## config.mk

```make
export PLATFORM = sky130hd
export DESIGN_NAME = cmult_tap_sequencer
export DESIGN_NICKNAME = d
export VERILOG_FILES = /design/src/rtl/cmult_pkg.sv /design/src/rtl/cmult_accum.sv /design/src/rtl/cmult_tap_sequencer.sv
export SDC_FILE = /design/constraint.sdc
export NUM_CORES = 1
export LEC_CHECK = 0
export ABC_AREA = 0
export CAP_MARGIN = 15
export CELL_PAD_IN_SITES_DETAIL_PLACEMENT = 1
export CELL_PAD_IN_SITES_GLOBAL_PLACEMENT = 2
export CORE_MARGIN = 2
export CORE_UTILIZATION = 34
export CTS_BUF_LIST = sky130_fd_sc_hd__clkbuf_8
export DETAILED_ROUTE_END_ITERATION = 7
export GPL_TIMING_DRIVEN = 0
export PLACE_DENSITY = 0.95
export SLEW_MARGIN = 5
export SYNTH_ARGS = -nofsm -noshare
export SYNTH_HDL_FRONTEND = slang
export SYNTH_SLANG_ARGS = --single-unit
```

## constraint.sdc

```tcl
create_clock -name clk -period 4.2 [get_ports clk]
set_input_delay 0.84 -clock clk [delete_from_list [all_inputs] [get_ports clk]]
set_output_delay 0.84 -clock clk [all_outputs]
set_load 0.02 [all_outputs]
```

## src/rtl/cmult_pkg.sv

```systemverilog
// Shared widths, data types and sequencer state encoding for the complex-multiply FIR datapath.
package cmult_pkg;

    localparam int SAMP_W = 25;
    localparam int COEF_W = 27;
    localparam int PROD_W = 52;
    localparam int ACC_W  = 56;

    typedef logic signed [ACC_W-1:0]  Sum;
    typedef logic signed [COEF_W-1:0] Coef;
    typedef logic signed [PROD_W-1:0] Partial_product;

    typedef enum logic [1:0] {
        IDLE  = 2'd0,
        ISSUE = 2'd1,
        DRAIN = 2'd2,
        DONE  = 2'd3
    } seq_state_t;

endpackage

```

## src/rtl/cmult_accum.sv

```systemverilog
// Complex I/Q accumulator with synchronous clear and enable.
// CMULT_SAT_EN: the final accumulation is clamped to the partial-product range.
module cmult_accum #(
    parameter int PROD_W = 52,
    parameter int ACC_W  = 56
) (
    input  logic                     clk,
    input  logic                     rst_n,
    input  logic                     i_clear,
    input  logic                     i_en,
`ifdef CMULT_SAT_EN
    input  logic                     i_last,
`endif
    input  logic signed [PROD_W-1:0] i_pp_i,
    input  logic signed [PROD_W-1:0] i_pp_q,
    output logic signed [ACC_W-1:0]  o_acc_i,
    output logic signed [ACC_W-1:0]  o_acc_q
);

    localparam int EXT = ACC_W - PROD_W;

    logic signed [ACC_W-1:0] r_acc_i, r_acc_q;
    logic signed [ACC_W-1:0] w_sum_i, w_sum_q;
    logic signed [ACC_W-1:0] w_nxt_i, w_nxt_q;

    assign w_sum_i = r_acc_i + {{EXT{i_pp_i[PROD_W-1]}}, i_pp_i};
    assign w_sum_q = r_acc_q + {{EXT{i_pp_q[PROD_W-1]}}, i_pp_q};

`ifdef CMULT_SAT_EN
    localparam logic signed [ACC_W-1:0] SAT_HI = {{(EXT+1){1'b0}}, {(PROD_W-1){1'b1}}};
    localparam logic signed [ACC_W-1:0] SAT_LO = ~SAT_HI;

    function automatic logic signed [ACC_W-1:0] clamp(input logic signed [ACC_W-1:0] v);
        if (v > SAT_HI) return SAT_HI;
        if (v < SAT_LO) return SAT_LO;
        return v;
    endfunction

    // Clamp folds into the closing add so the result lands in DONE with no extra cycle.
    assign w_nxt_i = i_last ? clamp(w_sum_i) : w_sum_i;
    assign w_nxt_q = i_last ? clamp(w_sum_q) : w_sum_q;
`else
    assign w_nxt_i = w_sum_i;
    assign w_nxt_q = w_sum_q;
`endif

    always_ff @(posedge clk or negedge rst_n) begin
        if (!rst_n) begin
            r_acc_i <= '0;
            r_acc_q <= '0;
        end else if (i_clear) begin
            r_acc_i <= '0;
            r_acc_q <= '0;
        end else if (i_en) begin
            r_acc_i <= w_nxt_i;
            r_acc_q <= w_nxt_q;
        end
    end

    assign o_acc_i = r_acc_i;
    assign o_acc_q = r_acc_q;

endmodule

```

## src/rtl/cmult_tap_sequencer.sv

```systemverilog
// Drives one FIR output through the pipelined complex multiplier: issues taps, tracks
// in-flight products, accumulates them and hands the sum off on valid/ready. Option: CMULT_SAT_EN.
module cmult_tap_sequencer
    import cmult_pkg::*;
#(
    parameter int NTAPS    = 16,
    parameter int MULT_LAT = 3,
    parameter int PROD_W   = cmult_pkg::PROD_W,
    parameter int ACC_W    = cmult_pkg::ACC_W
) (
    input  logic                       clk,
    input  logic                       rst_n,
    input  logic                       start_valid,
    output logic                       start_ready,
    output logic [$clog2(NTAPS)-1:0]   tap_idx,
    output logic                       tap_issue,
    output logic                       first_tap,
    input  logic signed [PROD_W-1:0]   pp_I,
    input  logic signed [PROD_W-1:0]   pp_Q,
    output logic                       out_valid,
    input  logic                       out_ready,
    output logic signed [ACC_W-1:0]    acc_I,
    output logic signed [ACC_W-1:0]    acc_Q
);

    localparam int                  IDX_W    = $clog2(NTAPS);
    localparam logic [IDX_W-1:0]    LAST_IDX = IDX_W'(NTAPS - 1);
    localparam logic [MULT_LAT-1:0] TAIL     = MULT_LAT'(1) << (MULT_LAT - 1);

    seq_state_t          r_state, w_state_nxt;
    logic [MULT_LAT-1:0] r_vld_pipe;
    logic [IDX_W-1:0]    r_tap_idx;

    logic w_issue, w_qual, w_last_pp, w_start_acc;

    assign w_issue     = (r_state == ISSUE);
    assign w_qual      = r_vld_pipe[MULT_LAT-1];
    // Final product: tail valid with nothing behind it, once issuing has stopped.
    assign w_last_pp   = (r_state == DRAIN) && w_qual && ((r_vld_pipe & ~TAIL) == '0);
    assign start_ready = (r_state == IDLE) || ((r_state == DONE) && out_ready);
    assign w_start_acc = start_valid && start_ready;

    always_comb begin
        w_state_nxt = r_state;
        case (r_state)
            IDLE:    if (start_valid) w_state_nxt = ISSUE;
            ISSUE:   if (r_tap_idx == LAST_IDX) w_state_nxt = DRAIN;
            DRAIN:   if (w_last_pp || (r_vld_pipe == '0)) w_state_nxt = DONE;
            DONE:    if (out_ready) w_state_nxt = start_valid ? ISSUE : IDLE;
            default: w_state_nxt = IDLE;
        endcase
    end

    always_ff @(posedge clk or negedge rst_n) begin
        if (!rst_n) begin
            r_state    <= IDLE;
            r_vld_pipe <= '0;
            r_tap_idx  <= '0;
        end else begin
            r_state    <= w_state_nxt;
            r_vld_pipe <= MULT_LAT'({r_vld_pipe, w_issue});
            if (w_start_acc)
                r_tap_idx <= '0;
            else if (w_issue)
                r_tap_idx <= (r_tap_idx == LAST_IDX) ? '0 : r_tap_idx + IDX_W'(1);
        end
    end

    cmult_accum #(
        .PROD_W (PROD_W),
        .ACC_W  (ACC_W)
    ) u_accum (
        .clk     (clk),
        .rst_n   (rst_n),
        .i_clear (w_start_acc),
        .i_en    (w_qual),
`ifdef CMULT_SAT_EN
        .i_last  (w_last_pp),
`endif
        .i_pp_i  (pp_I),
        .i_pp_q  (pp_Q),
        .o_acc_i (acc_I),
        .o_acc_q (acc_Q)
    );

    assign tap_idx   = r_tap_idx;
    assign tap_issue = w_issue;
    assign first_tap = w_issue && (r_tap_idx == '0);
    assign out_valid = (r_state == DONE);

endmodule
```

# After elaboration in Yosys (flattened, before gate mapping)
# Index checks and enable logic that the tools add are counted.
[word_totals]
in_bits = 108
reg_bits = 121
out_inout_bits = 120
elab_cells = 43
mem_count = 0
mem_bits_ro = 0
latchBits = 0
ramBits = 0
[classes]
add_sub_neg = 3
n_lt_le_gt_ge = 0
shift = 0
mul = 0
bitwise = 0
n_eq_ne = 8
mux = 13
div = 0
n_reduce_logical = 14
[ops]
columns = ["operator", "n"]
rows = [
  ["56-bit 2-to-1 mux", 4],
  ["56-bit adder", 2],
  ["4-bit 2-to-1 mux", 3],
  ["2-bit 2-to-1 mux", 4],
  ["2-bit one-hot mux with 4 select lines", 1],
  ["3-bit zero test", 2],
  ["2-bit by 1-bit inequality test with 1-bit output (second input constant)", 3],
  ["1-bit logical AND", 5],
  ["4-bit by 1-bit adder with 4-bit output (second input constant)", 1],
  ["2-bit equality test (second input constant)", 2],
  ["4-bit equality test (second input constant)", 1],
  ["4-bit zero test", 1],
  ["4-bit AND reduction", 1],
  ["2-bit nonzero test", 2],
  ["2-bit by 1-bit equality test with 1-bit output (second input constant)", 1],
  ["2-bit zero test", 1],
  ["1-bit logical OR", 2],
  ["2-bit inequality test (second input constant)", 1],
  ["1-bit 2-to-1 mux", 1],
]

# Logic depth before layout (Yosys ltp)
[depth]
ltp_word = 6
ltp_mapped = 13

# Hierarchy
# A second synthesis with hierarchy kept.
[hier_totals]
hier_cells = 1344
area_unflattened_um2 = 11125.7
[by_module_without_submodules]
columns = ["mod", "cells_per_inst", "seq_area_each_um2", "instances", "area_per_inst_um2"]
rows = [
  ["cmult_accum", 1297, 2802.7, 1, 10600.2],
  ["cmult_tap_sequencer", 47, 225.2, 1, 525.5],
]

# Worst setup path before layout
# Ideal clock, no wire load.
[synth_path]
kind = "input-to-reg"
from = "in pp_Q[0]"
to = "reg u_accum.r_acc_q[54] (netlist: u_accum.o_acc_q[54])"
required_time_ps = 4074
path_stages = 13
n_path_buf = 0
t_arrival_ps = 3246
setup_ps = 126
slack_ps = 828
cell_sequence = "ha_1 -> inv_1 -> fa_1 -> nand2b_1 -> a211o_1 -> a21oi_1 -> o31ai_2 -> a21oi_2 -> a21oi_1 -> a21oi_1 -> nand4_1 -> mux2i_1 -> a311o_1"
[synth_between]
elab_chain_cells = 3
[synth_lines]
columns = ["item", "line", "rtl"]
rows = [
  ["start: declaration", "cmult_tap_sequencer.sv:19", "input logic signed [PROD_W-1:0] pp_Q,"],
  ["56-bit adder", "cmult_accum.sv:27", "assign w_sum_q = r_acc_q + {{EXT{i_pp_q[PROD_W-1]}}, i_pp_q};"],
  ["56-bit 2-to-1 mux", "cmult_accum.sv:54", "end else if (i_en) begin"],
  ["56-bit 2-to-1 mux", "cmult_accum.sv:51", "end else if (i_clear) begin"],
  ["end signal: assignment", "cmult_accum.sv:56", "r_acc_q <= w_nxt_q;"],
  ["end: declaration", "cmult_accum.sv:22", "logic signed [ACC_W-1:0] r_acc_i, r_acc_q;"],
]
# Every way passes these cells. The select of a mux whose other input is x is not followed.
# A chain may end at the register's enable or synchronous reset.

# Worst setup path in the final report
# Ends and elaborated chain as after synthesis.

==> flow_summary.toml <==
[die]
rows = 67
fp.coreArea_um2 = 33400
die_area_um2 = 35300
start_util = 0.344
fp.dieH_um = 188
ioPinCount = 228
dieWidth_um = 188

[routing]
first_pass_iters = 5
drc = 0
wl_um = 44100
drt_iter0_markers = 658
viasPerCell = 5.61
antenna_left = 0
num_vias = 11800
wire_per_inst_um = 20.9

[pwr]
power_switching_w = 0.00629
finalPower_w = 0.0121
internal_power_w = 0.00577
combPwrFrac = 0.726
clkPwrFrac = 0.086
p_leak_nw = 6.51
switching_share = 0.522
worst_ir_drop_vdd_uv = 296
pwr_density_cell_nw_per_um2 = 819
sequentialPowerShare = 0.188

[synth]
yosysTopAreaCell = "dfrtp_1"
synth.top_cell.area_share = 0.264
synthCells = 1402
yosysWarnings = 0
ys_ff_latch = 121
yosys.cell_count.top_type = "a21oi_1"
synth_edf_count = 0
syn_nets = 1629
synth_area_leaders = "dfrtp_1, ha_1, a21oi_1, mux2i_1, nor2_1"
syn_area_um2 = 11500
synth-async-reset-ratio = 1.00
postSynthAreaPerCell_um2 = 8.19
synth-main-ff-cell = "dfrtp_1"
netlist-cell-type-count = 80
yosysSeqAreaShare = 0.264
synth_common_cells = "a21oi_1, nor2_1, nand2_1"

[global_routing]
grt_overflow_total = 0
grt_pass1_wl_um = 69600
antenna_found_initial = 0
grt_pass1_vias = 12400
grt_max_degree = 81
grt_usage = 0.248

[cells_and_area]
drive_gt1_frac = 0.0475
nFillCells = 4039
diodes = 0
fin_nets = 1879
synthToLayoutAreaGrowth_pct = 28.2
fin_util = 0.441

[run]
drv_cap = 0

[clocking]
cts_tree = "done"
cts_root_buf = "clkbuf_8"
clock_path_buffers = 2
ctsHoldBuffers = 0
clock-sinks = 121
cts_buffers = 17
cts.htree.levels = 4
clk_pin_slew_worst_paths_ns = 0.08
insertion_delay_ns = 0.48

[sta]
whs_ns = 0.278
finClkSkew_ns = 0.0227
setup_violations = 0
fmax_mhz = 247
worst_slew_pin_slew_ns = 0.998
fin_crit_ns = 4.05
hold_viol_final = 0
drv_slew = 0
period_share = 0.964
maxSlewHeadroom = 0.326

[placed_design]
hpwl_um = 34500
io_buffers = 227
place.gp.congestion = 0.951

[worst_setup_path]
worstPathArrival_ns = 4.39
end_kind = "flop"
critical-path-slowest-cell = "clkdlybuf4s50_1"
cp.required_ns = 4.54
critPathKind = "input pin to flop"
crit_path_max_incr_delay_ns = 0.46
critPathMaxFanout = 4
cp_cell_sequence = "clkdlybuf4s50_1 -> ha_1 -> inv_1 -> fa_1 -> nand2b_1 -> a211o_1 -> a21oi_1 -> o31ai_2 -> a21oi_2 -> a21oi_1 -> a21oi_2 -> nand4_1 -> mux2i_1 -> a311o_1"
start_kind = "input pin"
reg2regPathDepth = 14

[min_path]
min_path_type = "input pin to asynchronous set/reset pin"

[outcome]
outcome = "finished, final reports clean"
-- cell type report --
class / instances / area [um2] / share of cell area
plain buffers: 67 / 269 / 0.0183
clock buffers: 21 / 289 / 0.0196
clock inverters: 8 / 58.8 / 0.00399
well taps: 448 / 561 / 0.0381
inverters: 39 / 146 / 0.00994
multi-input cells: 1175 / 8050 / 0.547
repair buffers: 231 / 2320 / 0.158
flip-flops and latches: 121 / 3030 / 0.206
-- power groups by stage --
stage | logic (W) | registers [W] | clock network [W]
6_report | 0.00875 | 0.00227 | 0.00103
3_3_place_gp | 0.00843 | 0.00227 | 0
5_1_grt | 0.00959 | 0.00234 | 0.00110
2_1_floorplan | 0.00523 | 0.00268 | 0
4_1_cts | 0.00872 | 0.00227 | 0.00106
3_5_place_dp | 0.00866 | 0.00228 | 0
-- cells in the final DEF (no fill, tap or decap), drive strengths merged, types with 26 or more instances in the layout --
master	n
a21o	55
a21oi	150
clkbuf	73
clkdlybuf4s50	226
dfrtp	121
ha	117
inv	44
mux2i	61
nand2	124
nand3	35
nand4	32
nor2	145
nor3	27
o21ai	101
o21bai	26
xnor2	46
xor2	36
-- critical path, delay by kind of cell --
kind | cells | cell delay (ns)
compound gates | 7 | 1.84
fa+ha+maj | 2 | 0.69
buf+inv | 2 | 0.55
simple gates | 2 | 0.33
mux | 1 | 0.14
-- final timing paths --
path / startpoint / end / slack (ns)
max: pp_Q[0] / u_accum.o_acc_q[54] / 0.15
min: rst_n / u_accum.o_acc_i[34] / 0.28
max reg2reg: u_accum.o_acc_i[0] / u_accum.o_acc_i[44] / 0.60
min reg2reg: r_vld_pipe[0] / r_vld_pipe[1] / 0.38
max in group asynchronous: rst_n / u_accum.o_acc_q[41] / 3.11
min in group clk: r_vld_pipe[0] / r_vld_pipe[1] / 0.38
-- cell families (layout without fill, tap and decap cells) --
group	after synthesis	after routing	synth area share
compound gates	460	460	0.266
simple gates	451	451	0.185
flops	121	121	0.264
fa+ha+maj	119	119	0.131
buf+inv	106	366	0.0362
xor+xnor	82	82	0.0625
mux	63	63	0.0551
-- state kept, by name, summed over array words and instances, names as in the netlist --
register         cells
tap_idx              4
u_accum.o_acc_q     56
u_accum.o_acc_i     56
r_vld_pipe           3
r_state              2
-- repair_timing --
item	CTS	global route
hold endpoints to repair	0	0
resized for setup	0	3
buffers inserted	0	3
endpoints found under the setup margin	0	7
-- per-stage QoR --
| step | instance area, um2 | std cells | setup TNS (ns) | setup WS [ns] |
|---|---|---|---|---|
| 4_1_cts | 14700 | 2107 | 0 | 0.0794 |
| 2_1_floorplan | 11500 | 1402 | 0 | 0.828 |
| 5_1_grt | 14700 | 2110 | -0.0924 | -0.0330 |
| 6_report | 14700 | 2110 | 0 | 0.152 |
| 3_3_place_gp | 14300 | 2077 | -377.04 | -3.09 |
| 3_5_place_dp | 14300 | 2078 | -4.49 | -0.403 |
-- per-layer routing --
layer	routed length [um]	up-vias	global-route usage
li1	-	5631	-
met1	20600	5863	0.336
met2	20700	287	0.417
met3	1870	51	0.0352
met4	844	0	0.0612
met5	0	-	0
(Power assumes the default switching activity.)
